`config.mk`:
```
export PLATFORM = sky130hd
export DESIGN_NAME = sdcard_spi
export DESIGN_NICKNAME = d
export VERILOG_FILES = /design/src/rtl/sdcard_pkg.sv /design/src/rtl/sdcard_rxfifo.sv /design/src/rtl/sdcard_spi.sv
export SDC_FILE = /design/constraint.sdc
export NUM_CORES = 1
export LEC_CHECK = 0
export BUFFER_PORTS_ARGS = -buffer_cell sky130_fd_sc_hd__buf_2
export CAP_MARGIN = 20
export CORE_MARGIN = 10
export CORE_UTILIZATION = 30
export CTS_BUF_LIST = sky130_fd_sc_hd__clkbuf_4
export DETAILED_ROUTE_END_ITERATION = 7
export MAX_ROUTING_LAYER = met4
export PLACE_DENSITY = 0.54
export SETUP_SLACK_MARGIN = 0.5
export SYNTH_ARGS = -nofsm -noshare
export SYNTH_HDL_FRONTEND = slang
export SYNTH_SLANG_ARGS = --single-unit
```
`constraint.sdc`:
```
create_clock -name clk -period 2.95 [get_ports clk]
set_clock_uncertainty 0.2 [all_clocks]
set_input_delay 0.7375 -clock clk [delete_from_list [all_inputs] [get_ports clk]]
set_output_delay 0.7375 -clock clk [all_outputs]
set_load 0.05 [all_outputs]
```
`src/rtl/sdcard_pkg.sv`:
```
// sdcard_spi shared types and constants.
// Used by the SPI byte engine and its RX FIFO.
package sdcard_pkg;

  localparam int BYTE_W = 8;

  localparam logic [15:0] CRC16_POLY = 16'h1021;

  typedef enum logic [1:0] {
    IDLE  = 2'd0,
    SHIFT = 2'd1,
    WAIT  = 2'd2
  } state_t;

endpackage

```
`src/rtl/sdcard_rxfifo.sv`:
```
// sdcard_spi receive FIFO: synchronous, fall-through, depth 2**AW.
// Push while full only succeeds when a pop happens in the same cycle.
module sdcard_rxfifo
  import sdcard_pkg::*;
#(
  parameter int AW = 2,
  parameter int W  = BYTE_W
) (
  input  logic         clk,
  input  logic         reset,
  input  logic         push,
  input  logic [0:W-1] push_data,
  input  logic         pop,
  output logic [0:W-1] data,
  output logic         full,
  output logic         empty,
  output logic [AW:0]  level
);

  localparam int DEPTH = 1 << AW;
  localparam logic [AW-1:0] PTR_ONE = AW'(1);
  localparam logic [AW:0] CNT_ONE = (AW + 1)'(1);

  logic [0:W-1] mem [DEPTH];
  logic [AW-1:0] wr_ptr;
  logic [AW-1:0] rd_ptr;
  logic [AW:0] cnt;
  logic do_pop;
  logic do_push;

  assign empty = (cnt == '0);
  assign full = cnt[AW];
  assign level = cnt;
  assign data = mem[rd_ptr];

  assign do_pop = pop && !empty;
  assign do_push = push && (!full || do_pop);

  // Storage array, written only on an accepted push.
  always_ff @(posedge clk) begin
    if (do_push) begin
      mem[wr_ptr] <= push_data;
    end
  end

  // Read/write pointers and occupancy count.
  always_ff @(posedge clk) begin
    if (reset) begin
      wr_ptr <= '0;
      rd_ptr <= '0;
      cnt <= '0;
    end else begin
      if (do_push) begin
        wr_ptr <= wr_ptr + PTR_ONE;
      end
      if (do_pop) begin
        rd_ptr <= rd_ptr + PTR_ONE;
      end
      case ({do_push, do_pop})
        2'b10: cnt <= cnt + CNT_ONE;
        2'b01: cnt <= cnt - CNT_ONE;
        default: cnt <= cnt;
      endcase
    end
  end

endmodule

```
`src/rtl/sdcard_spi.sv`:
```
// sdcard_spi: SPI mode-0 byte engine with burst reads and RX FIFO.
// Optional CRC-16/XMODEM over received bits: define SDCARD_CRC16_EN.
module sdcard_spi
  import sdcard_pkg::*;
#(
  parameter int DIV_WIDTH = 8,
  parameter int FIFO_AW   = 2
) (
  input  logic                 clk,
  input  logic                 reset,
  input  logic                 cs_i,
  input  logic [DIV_WIDTH-1:0] div_i,
  input  logic [0:7]           tx_data,
  input  logic                 tx_stb,
  input  logic                 burst_stb,
  input  logic [0:15]          burst_len,
  output logic                 busy,
  output logic [0:7]           rx_data,
  output logic                 rx_valid,
  input  logic                 rx_pop,
  output logic                 rx_ovf,
  input  logic                 ovf_clr,
  output logic                 sdcard_cs,
  output logic                 sdcard_sck,
  output logic                 sdcard_mosi,
`ifdef SDCARD_CRC16_EN
  output logic [0:15]          crc16,
  input  logic                 crc_clr,
`endif
  input  logic                 sdcard_miso
);

  localparam logic [DIV_WIDTH-1:0] HC_ONE = DIV_WIDTH'(1);
  localparam logic [0:BYTE_W-1] BYTE_FF = '1;
  localparam logic [FIFO_AW:0] LVL_AF =
    (FIFO_AW + 1)'((1 << FIFO_AW) - 1);

  state_t state;
  state_t state_n;

  logic [DIV_WIDTH-1:0] div_q;
  logic [DIV_WIDTH-1:0] hcnt;
  logic [2:0] nfall;
  logic sck_q;
  logic cs_q;
  logic [0:BYTE_W-1] tx_sr;
  logic [0:BYTE_W-1] rx_sr;
  logic [0:15] bcnt;
  logic burst_q;

  logic tick;
  logic rise;
  logic fall;
  logic last;
  logic load;
  logic load_ff;
  logic start_tx;
  logic start_burst;

  logic f_full;
  logic f_empty;
  logic [FIFO_AW:0] f_level;
  logic pop_eff;
  logic full_after;
  logic ovf_set;

  assign tick = (state == SHIFT) && (hcnt == div_q);
  assign rise = tick && !sck_q;
  assign fall = tick && sck_q;
  assign last = fall && (nfall == 3'd7);

  assign start_burst = (state == IDLE) && burst_stb;
  assign start_tx = (state == IDLE) && tx_stb && !burst_stb;

  assign pop_eff = rx_pop && !f_empty;
  assign full_after = ((f_level == LVL_AF) && !pop_eff)
                   || (f_full && pop_eff);
  assign ovf_set = last && f_full && !pop_eff;

  assign busy = (state != IDLE);
  assign sdcard_sck = sck_q;
  assign sdcard_mosi = tx_sr[0];
  assign sdcard_cs = cs_q;
  assign rx_valid = !f_empty;

  sdcard_rxfifo #(
    .AW(FIFO_AW),
    .W (BYTE_W)
  ) u_fifo (
    .clk      (clk),
    .reset    (reset),
    .push     (last),
    .push_data(rx_sr),
    .pop      (rx_pop),
    .data     (rx_data),
    .full     (f_full),
    .empty    (f_empty),
    .level    (f_level)
  );

  // FSM state register.
  always_ff @(posedge clk) begin
    if (reset) begin
      state <= IDLE;
    end else begin
      state <= state_n;
    end
  end

  // Next state; load marks a fresh byte starting next cycle.
  always_comb begin
    state_n = state;
    load = 1'b0;
    load_ff = 1'b0;
    case (state)
      IDLE: begin
        if (burst_stb) begin
          if (f_full) begin
            state_n = WAIT;
          end else begin
            state_n = SHIFT;
            load = 1'b1;
            load_ff = 1'b1;
          end
        end else if (tx_stb) begin
          state_n = SHIFT;
          load = 1'b1;
        end
      end
      SHIFT: begin
        if (last) begin
          if (!burst_q || (bcnt == '0)) begin
            state_n = IDLE;
          end else if (full_after) begin
            state_n = WAIT;
          end else begin
            load = 1'b1;
            load_ff = 1'b1;
          end
        end
      end
      WAIT: begin
        if (!f_full) begin
          state_n = SHIFT;
          load = 1'b1;
          load_ff = 1'b1;
        end
      end
      default: begin
        state_n = IDLE;
      end
    endcase
  end

  // SCK generation and MOSI/MISO shift registers.
  always_ff @(posedge clk) begin
    if (reset) begin
      hcnt <= '0;
      nfall <= '0;
      sck_q <= 1'b0;
      tx_sr <= BYTE_FF;
      rx_sr <= '0;
    end else if (load) begin
      hcnt <= '0;
      nfall <= '0;
      sck_q <= 1'b0;
      tx_sr <= load_ff ? BYTE_FF : tx_data;
    end else if (state == SHIFT) begin
      if (tick) begin
        hcnt <= '0;
        sck_q <= ~sck_q;
        if (fall) begin
          nfall <= nfall + 3'd1;
          tx_sr <= {tx_sr[1:BYTE_W-1], 1'b1};
        end
        if (rise) begin
          rx_sr <= {rx_sr[1:BYTE_W-1], sdcard_miso};
        end
      end else begin
        hcnt <= hcnt + HC_ONE;
      end
    end
  end

  // Divider latch, burst flag and remaining-byte counter.
  always_ff @(posedge clk) begin
    if (reset) begin
      div_q <= '0;
      burst_q <= 1'b0;
      bcnt <= '0;
    end else begin
      if (start_tx || start_burst) begin
        div_q <= div_i;
      end
      if (start_burst) begin
        burst_q <= 1'b1;
        bcnt <= burst_len;
      end else if (start_tx) begin
        burst_q <= 1'b0;
      end else if (last && burst_q && (bcnt != '0)) begin
        bcnt <= bcnt - 16'd1;
      end
    end
  end

  // Chip select tracks cs_i only while idle.
  always_ff @(posedge clk) begin
    if (reset) begin
      cs_q <= 1'b1;
    end else if (state == IDLE) begin
      cs_q <= cs_i;
    end
  end

  // Sticky overflow; a new overflow beats a clear.
  always_ff @(posedge clk) begin
    if (reset) begin
      rx_ovf <= 1'b0;
    end else if (ovf_set) begin
      rx_ovf <= 1'b1;
    end else if (ovf_clr) begin
      rx_ovf <= 1'b0;
    end
  end

`ifdef SDCARD_CRC16_EN
  logic crc_fb;

  assign crc_fb = crc16[0] ^ sdcard_miso;

  // CRC-16/XMODEM over each MISO bit as it is sampled.
  always_ff @(posedge clk) begin
    if (reset) begin
      crc16 <= '0;
    end else if (crc_clr) begin
      crc16 <= '0;
    end else if (rise) begin
      crc16 <= {crc16[1:15], 1'b0} ^ (crc_fb ? CRC16_POLY : 16'h0000);
    end
  end
`endif

endmodule
```
# [Word level (Yosys, flattened, before mapping)]
# Memory sizes are Yosys's and may differ from the RTL's. A register that Yosys moved wholly into a read port is not among the register bits.
# Cells that the tools add are included.
[word_totals] output_inout_bits=14 mem_bits_rw=32 in_bits=40 register_bits=64 romBits=0 n_memories=1 latchBits=0
[mem_list] memory="u_fifo.mem" words=4 word_bits=8 read_ports=1 rd_clocked_by_memory_dff=1 write_ports=1 line="sdcard_rxfifo.sv:24" source="logic [0:W-1] mem [DEPTH];"
[classes] n_addsub=7 div_mod_pow=0 order_cmp=0 shifts=0 n_eq_ne=12 mul=0 n_reduce_logical=44 muxes=35 bitwise=2
[op_table] op="$mux 16" n=3
[op_table] op="$mux 8" n=6
[op_table] op="$mux 2" n=9
[op_table] op="$logic_not 16->1" n=1
[op_table] op="$reduce_bool 16->1" n=1
[op_table] op="$reduce_bool 2->1" n=8
[op_table] op="$sub 16x1->16 const B" n=1
[op_table] op="$logic_and 1x1->1" n=15
[op_table] op="$mux 1" n=13
[op_table] op="$add 8x1->8 const B" n=1
[op_table] op="$eq 8x8->1" n=1
[op_table] op="$reduce_and 4->1" n=2
[op_table] op="$add 3x1->3 const B" n=2
[op_table] op="$logic_not 1->1" n=6
[op_table] op="$pmux 1 s3" n=2
[op_table] op="$pmux 2 s3" n=1
[op_table] op="$pmux 3 s2" n=1
[op_table] op="$reduce_and 3->1" n=2
[op_table] op="$add 2x1->2 const B" n=2
[op_table] op="$eq 2x1->1 const B" n=2
[op_table] op="$eq 2x2->1 const B" n=2
[op_table] op="$logic_or 1x1->1" n=4
[op_table] op="$ne 2x2->1 const B" n=2
[op_table] op="$reduce_and 2->1" n=2
[op_table] op="10 further kinds" n=11

# [Depth between registers and ports, before layout]
# Gate-level depths: netlist (run 1).
[logic_depth] depth_word=12 depth_mapped=12 mapped_depth_nobuf=12

# [Hierarchy]
# A second synthesis (run 1) with hierarchy kept.
[unflattened] hier_cells=456 area_unflattened_um2=4649.5
[modules_own_cells] mod="sdcard_spi" instances=1 cells_per_inst=359 area_each_um2=3020.4
[modules_own_cells] mod="sdcard_rxfifo" instances=1 cells_per_inst=97 area_each_um2=1629.1

# [Worst setup path after synthesis (run 1)]
# OpenSTA, ideal clock, no wires.
[synth_timing] kind="register to register" start="reg sck_q, in the netlist sdcard_sck" end="reg u_fifo.cnt[2], in the netlist u_fifo.level[2]" synth_period_minus_slack_ps=2977 required_ps=2680 setup_time_ps=70 arrival_ps=2707 path_stages_with_launch=12 path_slack_ps=-27 path_buffers=1 cell_sequence="dfxtp_1 > clkbuf_1 > nand2_1 > or4_4 > nor2_4 > inv_1 > ha_1 > inv_1 > fa_1 > xor2_1 > or3_1 > a21oi_1"
[synth_between] elab_chain_len=5
[synth_rtl] element="start, declared" line="sdcard_spi.sv:44" source="logic sck_q;"
[synth_rtl] element="start signal, assigned" line="sdcard_spi.sv:171" source="sck_q <= ~sck_q;"
[synth_rtl] element="$logic_and 1x1->1 *" line="sdcard_spi.sv:69" source="assign fall = tick && sck_q;"
[synth_rtl] element="$logic_and 1x1->1 *" line="sdcard_spi.sv:70" source="assign last = fall && (nfall == 3'd7);"
[synth_rtl] element="$logic_and 1x1->1 *" line="sdcard_rxfifo.sv:37" source="assign do_push = push && (!full || do_pop);"
[synth_rtl] element="$eq 2x1->1 / $eq 2x2->1 (equally long branches)" line="sdcard_rxfifo.sv:59" source="case ({do_push, do_pop})"
[synth_rtl] element="$pmux 3 s2 / $reduce_bool 2->1 (equally long branches)"
[synth_rtl] element="end signal, assigned" line="sdcard_rxfifo.sv:60" source="2'b10: cnt <= cnt + CNT_ONE;"
[synth_rtl] element="end signal, assigned" line="sdcard_rxfifo.sv:61" source="2'b01: cnt <= cnt - CNT_ONE;"
[synth_rtl] element="end signal, assigned" line="sdcard_rxfifo.sv:62" source="default: cnt <= cnt;"
[synth_rtl] element="end, declared" line="sdcard_rxfifo.sv:27" source="logic [AW:0] cnt;"
# Every way passes the cells marked *; elsewhere a longest branch is shown, timed or not.
# A chain may end at the register's enable or synchronous reset.

==> summary.log, run 1 <==
qor: synth.synth_fp_nets 483
qor: finish.area_growth_syn_to_layout 20.1%
qor: power_and_ir_drop.power.share.combinational 13.6%
qor: synth.ys_dominant_reg_cell dfxtp_1
qor: setup_path.crit_type register to primary output
qor: route.drt_first_iter_violations 137
qor: flow_run.drv_cap 0
qor: power_and_ir_drop.power_switching_share 29.7%
qor: floorplan.die_area 19700 um^2
qor: power_and_ir_drop.power.share.sequential 59.4%
qor: placement.gpl.final_weighted_congestion 0.849
qor: synth.synth_async_sr_flop_share 0%
qor: timing.worst_slack 317 ps
qor: timing.number_of_max_slew_violations_in_the_final_report 0
qor: synth.yosysWarningCount 0
qor: run_status.outcome finished clean
qor: setup_path.crit-reg2reg-launch nfall[1]
qor: power_and_ir_drop.p_clk_share 27.1%
qor: cts.numCtsBuffers 9
qor: grt.grtUsageTotal 10.8%
qor: finish.drive_gt1_share 27.9%
qor: placement.post_place_setup_slack 137 ps
qor: timing.tightest_slew 713 ps
qor: floorplan.starting_density_of_the_core 30.9%
qor: cts.cts_tree yes
qor: finish.finish.instance_area 5220 um^2
qor: timing.post-route-period-util 89.3%
qor: finish.insertedDiodeCount 0
qor: cts.clk_path_buf_depth 2
qor: timing.setup_viol_count_final 0
qor: synth.ys_ff_latch 98
qor: cts.clock_sink_count 98
qor: worst_hold_path.worst_hold_path_type primary input to register
qor: route.antenna_violating_nets_post_route 0
qor: placement.port_buffers 53
qor: synth.synth-seq-area-share 52.5%
qor: finish.nets 547
qor: cts.clkTransAtPathRegs 170 ps
qor: grt.first_pass_grt_wire_length 17000 um
qor: timing.setup_tns 0 ps
qor: timing.period_needed 2630 ps
qor: cts.cts_root_buf clkbuf_4
qor: finish.layout.cells.most_common_list 54 x nand2_1, 53 x dfxtp_1, 44 x buf_2
qor: route.routed_wl 10300 um
qor: setup_path.worst-endpoint-required 2010 ps
qor: timing.final_hold_violation_count 0
qor: timing.max_freq 380 MHz
qor: power_and_ir_drop.p_leak 1.84 nW
qor: setup_path.ff2ff_setup_slack 360 ps
qor: grt.grt-ovfl-total 0
qor: floorplan.ioPinCount 54
qor: cts.clock_tree.htree_level_count 3
qor: synth.post_synth_instance_area 4340 um^2
qor: cts.worstSkewPairLatency 480 ps
qor: setup_path.crit_path_end rx_data[5]
qor: synth.syn_avg_cell_area 10.0 um^2
qor: power_and_ir_drop.p_int 0.00174 W
qor: power_and_ir_drop.netSwitchingPower 0.000737 W
qor: route.drt_pass1_iterations 4
qor: route.drc 0
qor: power_and_ir_drop.ir_drop 0.000293 V
qor: setup_path.setup.worst_path.start_class register
qor: grt.grt_start_max_net_pins 25
qor: placement.dpl-instance-area 4850 um^2
qor: floorplan.die_x 140 um
qor: route.wl_per_cell 15.2 um
qor: route.vias 3377
qor: grt.antenna_found_initial 0
qor: setup_path.arrival 1700 ps
qor: placement.hpwl 7430 um
qor: setup_path.timing.critical_path.fanout_max 8
qor: timing.maxSlewHeadroom 52.2%
qor: setup_path.crit_path_end_kind primary output
qor: grt.first_global_vias 3425
qor: synth.synth-edff-count 32
qor: route.routed_via_density 4.95
qor: floorplan.dieHeight 140 um
qor: synth.syn-instance-count 433
qor: power_and_ir_drop.power.density 476 nW/um^2
qor: timing.rsz_0062_raised_after_global_routing yes
qor: finish.layout.cells.most_common nand2_1
qor: synth.synth.distinct_cells 53
qor: cts.cts_hold_buf 0
qor: setup_path.timing.rr.end u_fifo.level[2]
qor: setup_path.number_of_cells_traversed_by_the_worst_register_to_register_path 12
qor: floorplan.design.core.area 14000 um^2
qor: floorplan.rows 43
## worst min path at each step
stage | depth (start not counted) | to | from | slack [ps]
floorplan | 2 | nfall[1] | nfall[1] | 240
finish | 2 | sdcard_cs | cs_i | 270
CTS | 2 | sdcard_cs | cs_i | 230
global placement | 2 | nfall[1] | nfall[1] | 250
detailed placement | 2 | tx_sr[5] | tx_sr[5] | 260
global route | 2 | sdcard_cs | cs_i | 230
## critical path: stages (launching register included)
cell,delay (ps)
dfxtp_2,380
buf_12,140
mux4_2,520
buf_6,170
## final cells by class
class                   instances  area (um^2)
fillers                      1406         8820
inverters                      10         37.5
clock buffers                   9         67.6
flip-flops and latches         98         2310
well taps                     180          225
multi-input cells             307         2040
repair buffers                 71          478
clock inverters                 7         58.8
## repair_timing
item,in CTS,in global routing
pin swaps,6,7
buffers inserted,6,3
endpoints found under the setup margin,45,42
resized for setup,39,13
## cells in the mapped netlist (3+ instances only)
cell type,number,share of area [%]
nor3_1,12,1.4
o21a_1,3,0.52
buf_4,3,0.52
a21oi_1,44,5.1
nor2b_1,4,0.58
nand3_1,11,1.3
xor2_1,15,3.0
mux4_2,8,4.1
o22ai_1,8,1.2
and3_1,4,0.58
edfxtp_1,32,22
a32oi_1,3,0.60
nand4_1,6,0.86
clkbuf_1,12,1.0
inv_1,10,0.86
dfxtp_1,66,30
o21bai_1,4,0.69
xnor2_1,10,2.0
o21ai_0,15,1.7
nand2_1,55,4.8
a211oi_1,6,1.0
or3_1,4,0.58
o21ai_1,4,0.46
a31oi_1,5,0.72
ha_1,9,2.6
and2_1,7,1.0
nor2_1,38,3.3
## state kept, by name, indices dropped and copies added, names as in the netlist, named ones only
| name | count |
|---|---|
| u_fifo.mem | 32 |
| u_fifo.wr_ptr | 2 |
| burst_q | 1 |
| u_fifo.level | 3 |
| u_fifo.rd_ptr | 2 |
| rx_ovf | 1 |
| nfall | 3 |
| state | 2 |
| tx_sr | 8 |
| bcnt | 16 |
| rx_sr | 8 |
| hcnt | 8 |
| div_q | 8 |
| sdcard_sck | 1 |
| sdcard_cs | 1 |
## through the flow
step,power [W],utilization [%],hold WS [ps],std cells
after floorplan,0.00172,-,238,433
after global placement,0.00182,34.5,249,657
after detailed placement,0.00182,34.5,257,657
after CTS,0.00251,36.6,228,679
after global routing,0.00262,37.2,234,682
final,0.00248,37.2,270,682
## per-layer routing
metal  track usage [%]  vias to the layer above  routed length (um)
li1                  -                     1687                   -
met1              12.7                     1608                4710
met2              17.5                       74                4990
met3              3.62                        8                 526
met4              2.72                        0                 108
met5                 -                        -                   0
## power by group through the flow
stage	clock, W	sequential (W)	combinational, W
6_report	0.000672	0.00147	0.000336
3_3_place_gp	0	0.00150	0.000318
3_5_place_dp	0	0.00150	0.000321
5_1_grt	0.000762	0.00148	0.000378
2_1_floorplan	0	0.00150	0.000219
4_1_cts	0.000708	0.00147	0.000331
## logic make-up (layout without fill, tap and decap cells)
kind of cell             count (synthesis)  count (layout)  synth area share, %
flip-flops                              98              98                 52.5
multiplexers                             8               8                 4.15
AND/OR/NAND/NOR                        163             163                 18.7
AO/OA/AOI/OAI                          101             101                 13.7
adder cells (fa/ha/maj)                 10              10                 3.05
buffers and inverters                   28              97                 2.85
XOR/XNOR                                25              25                 5.04
(Power assumes the default switching activity.)
==> run 2, diff against run 1 <==
Settings changed: PLACE_DENSITY 0.54 to 0.52.
==> run 2 against run 1 <==
Against the previous run:
- die area unchanged
- clock power grew 12%
- first-iteration DRC count up 26%
- setup slack got worse by 7.9 ps
- final cell count down 0.88%
- sequential share of layout area is 0.30 points higher
- design area decreased by 0.67%
- routed wire length decreased by 0.64%
==> summary.log, run 2 (synthesis results as in run 1) <==
qor: run_status.outcome finished clean
qor: finish.drive_gt1_share 26.2%
qor: setup_path.crit_chain buf_12 -> mux4_2 -> buf_6
qor: placement.port_buffers 53
qor: setup_path.worst_path_dominant_cell_family multiplexers
qor: power_and_ir_drop.power.share.sequential 57.7%
qor: floorplan.die_x 140 um
qor: timing.max_freq 379 MHz
qor: floorplan.rows 43
qor: timing.setup_viol_count_final 0
qor: cts.clock_sink_count 98
qor: power_and_ir_drop.power_switching_share 28.4%
qor: power_and_ir_drop.p_int 0.00183 W
qor: finish.layout.cells.most_common dfxtp_1
qor: worst_hold_path.worst_hold_path_type primary input to register
qor: floorplan.starting_density_of_the_core 30.9%
qor: finish.regMostFlops u_fifo.mem
qor: route.drt_pass1_iterations 4
qor: timing.maxSlewHeadroom 56.3%
qor: power_and_ir_drop.netSwitchingPower 0.000726 W
qor: route.highest-signal-layer met4
qor: placement.hpwl 7360 um
qor: floorplan.ioPinCount 54
qor: cts.clk_path_buf_depth 2
qor: route.drc 0
qor: grt.antenna_found_initial 0
qor: timing.tightest_slew 656 ps
qor: finish.layout.cells.most_common_list 55 x dfxtp_1, 54 x nand2_1, 44 x buf_2
qor: cts.worstSkewPairLatency 470 ps
qor: route.vias 3372
qor: cts.cts_root_buf clkbuf_4
qor: cts.clkTransAtPathRegs 160 ps
qor: grt.grt-ovfl-total 0
qor: flow_run.drv_cap 0
qor: cts.numCtsBuffers 9
qor: floorplan.dieHeight 140 um
qor: power_and_ir_drop.power.share.combinational 12.7%
qor: timing.rsz_0062_raised_after_global_routing yes
qor: power_and_ir_drop.power.density 494 nW/um^2
qor: power_and_ir_drop.p_clk_share 29.5%
qor: grt.first_pass_grt_wire_length 16800 um
qor: setup_path.cp_slowest_stage_delay 530 ps
qor: route.routed_wl 10300 um
qor: finish.largest_reg_flops 32
qor: timing.setup_tns 0 ps
qor: setup_path.setup.worst_path.start_class register
qor: setup_path.worst-endpoint-required 2010 ps
qor: power_and_ir_drop.ir_drop 0.000195 V
qor: finish.nets 541
qor: finish.filler_cell_count 1413
qor: timing.final_hold_violation_count 0
qor: route.wl_per_cell 15.2 um
qor: timing.worst_slack 309 ps
qor: setup_path.crit_path_end_kind primary output
qor: timing.post-route-period-util 89.5%
qor: finish.insertedDiodeCount 0
qor: finish.largest_registers_in_the_final_layout u_fifo.mem (32), bcnt (16)
qor: floorplan.design.core.area 14000 um^2
qor: floorplan.die_area 19700 um^2
qor: grt.grtUsageTotal 10.6%
qor: placement.post_place_setup_slack 129 ps
qor: route.antenna_violating_nets_post_route 0
qor: timing.number_of_max_slew_violations_in_the_final_report 0
qor: finish.finalCoreUtilization 36.9%
qor: power_and_ir_drop.p_leak 1.82 nW
qor: cts.cts_tree yes
qor: cts.clock_tree.htree_level_count 3
qor: finish.area_growth_syn_to_layout 19.3%
qor: setup_path.slowest_stage mux4_2
qor: route.detailroute.wirelength.met3 380 um
qor: route.routed_via_density 4.99
qor: route.drt_first_iter_violations 172
qor: setup_path.crit_type register to primary output
qor: timing.period_needed 2640 ps
qor: placement.gpl.final_weighted_congestion 0.842
qor: route.wl_met2 4890 um
qor: setup_path.timing.critical_path.fanout_max 8
qor: route.met1_length 4850 um
qor: setup_path.arrival 1700 ps
qor: grt.first_global_vias 3382
qor: setup_path.critPathBufInv 2
qor: grt.grt_start_max_net_pins 33
==> run 2: changes by cell type in the layout (fill, tap and decap cells not counted), sizes merged <==
cell and change:
clkbuf +1, buf -6, inv -2, bufinv +1
==> run 2: layout make-up <==
class	count	area, um^2	share of cell area (%)
Clock buffer	10	75.1	1.45
Multi-Input combinational cell	307	2040	39.4
Clock inverter	6	75.1	1.45
Timing Repair Buffer	65	420	8.11
Tap cell	180	225	4.35
Sequential cell	98	2310	44.5
Inverter	10	37.5	0.724
==> run 2: worst reg2reg max path, delay by kind of cell (launching register included) <==
kind / cells / cell delay, ps
adders and majority gates: 4 / 610
DFF: 1 / 390
AOI/OAI and AO/OA: 1 / 160
xor gates and xnor gates: 1 / 60
buffers and inverters: 2 / 100
and+or+nand+nor: 4 / 1030
==> run 2: stage by stage <==
step | cell area (um^2) | cells | total power (W) | hold slack, ps
after CTS | 5110 | 674 | 0.00258 | 232
after floorplan | 4390 | 433 | 0.00172 | 238
after detailed placement | 4830 | 655 | 0.00182 | 258
after global placement | 4830 | 655 | 0.00182 | 247
final | 5180 | 676 | 0.00256 | 259
after global routing | 5180 | 676 | 0.00269 | 258
==> run 2: final timing paths <==
path / end / slack [ps] / start / cells after the start
worst min-delay path: sdcard_cs / 260 / cs_i / 2
worst max-delay path: rx_data[4] / 310 / register / 3
worst max register to register: u_fifo.level[2] / 330 / nfall[1] / 12
worst min register to register: div_q[1] / 280 / div_q[1] / 2
==> run 2: power by group through the flow <==
stage | clock [W] | sequential [W] | combinational [W]
after floorplan | 0 | 0.00150 | 0.000219
final | 0.000755 | 0.00148 | 0.000326
after global placement | 0 | 0.00150 | 0.000317
after detailed placement | 0 | 0.00150 | 0.000320
after CTS | 0.000783 | 0.00148 | 0.000325
after global routing | 0.000837 | 0.00148 | 0.000368
==> run 2: repair_timing <==
item / in CTS / in global routing
buffers inserted: 3 / 2
hold buffers: 0 / 0
pin swaps: 4 / 7
gates resized for setup: 34 / 15
endpoints found under the setup margin: 46 / 46
==> run 2: metal layers <==
| layer | vias to the layer above | global-route usage, % |
|---|---|---|
| li1 | 1678 | - |
| met1 | 1600 | 13.0 |
| met2 | 78 | 16.8 |
| met3 | 16 | 2.43 |
| met4 | 0 | 3.97 |
| met5 | - | - |
==> run 3, diff against run 2 <==
--- a/config.mk
+++ b/config.mk
@@ -10,3 +10,3 @@
 export CORE_MARGIN = 10
-export CORE_UTILIZATION = 30
+export CORE_UTILIZATION = 45
 export CTS_BUF_LIST = sky130_fd_sc_hd__clkbuf_4
@@ -14,3 +14,3 @@
 export MAX_ROUTING_LAYER = met4
-export PLACE_DENSITY = 0.52
+export PLACE_DENSITY = 0.69
 export SETUP_SLACK_MARGIN = 0.5
--- a/constraint.sdc
+++ b/constraint.sdc
@@ -4,2 +4,2 @@
 set_output_delay 0.7375 -clock clk [all_outputs]
-set_load 0.05 [all_outputs]
+set_load 0.02 [all_outputs]
==> run 3 against run 2 <==
Against the previous run:
- sequential power about the same
- highest routed layer unchanged
- design area is 0.92% lower
- hold slack improved by 22 ps
- combinational power decreased by 2%
- first-iteration DRC count rose by 5.2%
- setup slack improved by 5.4 ps
- critical path depth up 9
- sequential share of layout area rose by 0.39 points
==> summary.log, run 3 (synthesis results as in run 1) <==
qor: setup_path.crit_chain ha_4 -> ha_4 -> nand2_2 -> or4_4 -> nor2_4 -> inv_2 -> ha_4 -> inv_2 -> fa_2 -> xor2_1 -> or3_1 -> a21oi_2
qor: floorplan.design.core.area 9330 um^2
qor: floorplan.die_x 118 um
qor: setup_path.setup.worst_path.start_class register
qor: cts.numCtsBuffers 9
qor: placement.post_place_setup_slack 190 ps
qor: power_and_ir_drop.power_switching_share 29.9%
qor: finish.nets 545
qor: cts.clk_path_buf_depth 2
qor: timing.whs 281 ps
qor: grt.first_pass_grt_wire_length 15900 um
qor: route.routed_wl 9640 um
qor: cts.clock_tree.htree_level_count 3
qor: route.routed_via_density 5.42
qor: setup_path.arrival 2830 ps
qor: timing.tightest_slew 891 ps
qor: route.drt_pass1_iterations 5
qor: placement.port_buffers 53
qor: grt.antenna_found_initial 0
qor: power_and_ir_drop.ir_drop 0.000267 V
qor: floorplan.starting_density_of_the_core 46.6%
qor: power_and_ir_drop.power.density 489 nW/um^2
qor: timing.max_freq 379 MHz
qor: power_and_ir_drop.p_int 0.00176 W
qor: route.drt_first_iter_violations 181
qor: cts.cts_hold_buf 0
qor: power_and_ir_drop.netSwitchingPower 0.000749 W
qor: timing.maxSlewHeadroom 40.6%
qor: power_and_ir_drop.power.share.sequential 58.7%
qor: grt.grt-ovfl-total 0
qor: route.vias 3408
qor: cts.cts_root_buf clkbuf_4
qor: timing.setup_tns 0 ps
qor: floorplan.ioPinCount 54
qor: finish.regMostFlops u_fifo.mem
qor: setup_path.timing.critical_path.fanout_max 4
qor: floorplan.rows 35
qor: timing.rsz_0062_raised_after_global_routing yes
qor: route.wl_per_cell 15.3 um
qor: grt.grtUsageTotal 13.9%
qor: flow_run.drv_cap 0
qor: floorplan.die_area 14000 um^2
qor: cts.worstSkewPairLatency 450 ps
qor: timing.final_hold_violation_count 0
qor: timing.setup_viol_count_final 0
qor: route.drc 0
qor: timing.number_of_max_slew_violations_in_the_final_report 0
qor: timing.period_needed 2640 ps
qor: run_status.outcome finished clean
qor: cts.clkTransAtPathRegs 160 ps
qor: finish.largest_registers_in_the_final_layout u_fifo.mem (32), bcnt (16)
qor: placement.hpwl 6800 um
qor: setup_path.slowest_stage or4_4
qor: timing.post-route-period-util 89.3%
qor: cts.clock_sink_count 98
qor: cts.cts_tree yes
qor: power_and_ir_drop.p_clk_share 28.5%
qor: power_and_ir_drop.p_leak 1.84 nW
qor: finish.drive_gt1_share 26.8%
qor: power_and_ir_drop.power.share.combinational 12.8%
qor: finish.largest_reg_flops 32
qor: setup_path.critical-path-top-cell-by-count ha_4
qor: setup_path.crit_type register to register
qor: setup_path.crit_path_end_kind register
qor: finish.layout.cells.most_common_list 54 x nand2_1, 54 x dfxtp_1, 45 x buf_2
qor: finish.area_growth_syn_to_layout 18.2%
qor: setup_path.worst-endpoint-required 3150 ps
qor: route.antenna_violating_nets_post_route 0
qor: worst_hold_path.worst_hold_path_type register to register
qor: placement.gpl.final_weighted_congestion 0.879
qor: finish.insertedDiodeCount 0
qor: grt.grt_start_max_net_pins 26
qor: floorplan.dieHeight 118 um
qor: grt.first_global_vias 3411
qor: setup_path.cp_slowest_stage_delay 590 ps
qor: timing.worst_slack 314 ps
[run 3: worst paths after layout]
path | to | start | slack [ps] | cells past startpoint
hold reg to reg | div_q[6] | div_q[6] | 280 | 2
setup / recovery | u_fifo.level[2] | nfall[0] | 310 | 12
hold / removal | div_q[6] | div_q[6] | 280 | 2
setup reg to reg | u_fifo.level[2] | nfall[0] | 310 | 12
[run 3: stage by stage]
step / instances / utilization (%) / instance area [um^2] / total power (W)
6_report: 629 / 55.1 / 5130 / 0.00251
5_1_grt: 629 / 55.1 / 5130 / 0.00263
4_1_cts: 625 / 54.4 / 5080 / 0.00252
3_5_place_dp: 603 / 51.0 / 4760 / 0.00181
3_3_place_gp: 603 / 51.0 / 4760 / 0.00180
2_1_floorplan: 433 / - / 4380 / 0.00171
[run 3: layer usage]
metal / track usage (%) / up-vias / share of wire (%) / wire, um
li1: - / 1684 / - / -
met1: 17.8 / 1622 / 47 / 4570
met2: 21.5 / 91 / 48 / 4590
met3: 2.86 / 11 / 3.6 / 350
met4: 4.56 / 0 / 1.4 / 133
met5: - / - / 0 / 0
[run 3: worst max-delay path: cells and delay by family (launching register included)]
kind	cells	cell delay, ps
XOR/XNOR	1	60
AND/OR/NAND/NOR	4	1090
buffers and inverters	2	100
flip-flops	1	390
adder cells (fa/ha/maj)	4	620
AO/OA/AOI/OAI	1	120
[run 3: final cells by class]
cell class	instances	area (um^2)
Fill cell	803	4190
Multi-Input combinational cell	307	2050
Inverter	10	37.5
Tap cell	129	161
Clock buffer	9	67.6
Timing Repair Buffer	69	435
Clock inverter	7	78.8
Sequential cell	98	2300
[run 3: timing repair]
action	4_1_cts	5_1_grt
resized for setup	39	10
pin swaps	6	7
endpoints found under the setup margin	44	55
setup buffers	6	4
[run 3: power by group through the flow]
stage / Sequential (W) / Combinational, W / Clock, W
after floorplan: 0.00150 / 0.000215 / 0
after global placement: 0.00150 / 0.000298 / 0
after detailed placement: 0.00150 / 0.000304 / 0
after CTS: 0.00147 / 0.000318 / 0.000733
after global routing: 0.00148 / 0.000358 / 0.000788
final: 0.00147 / 0.000320 / 0.000715
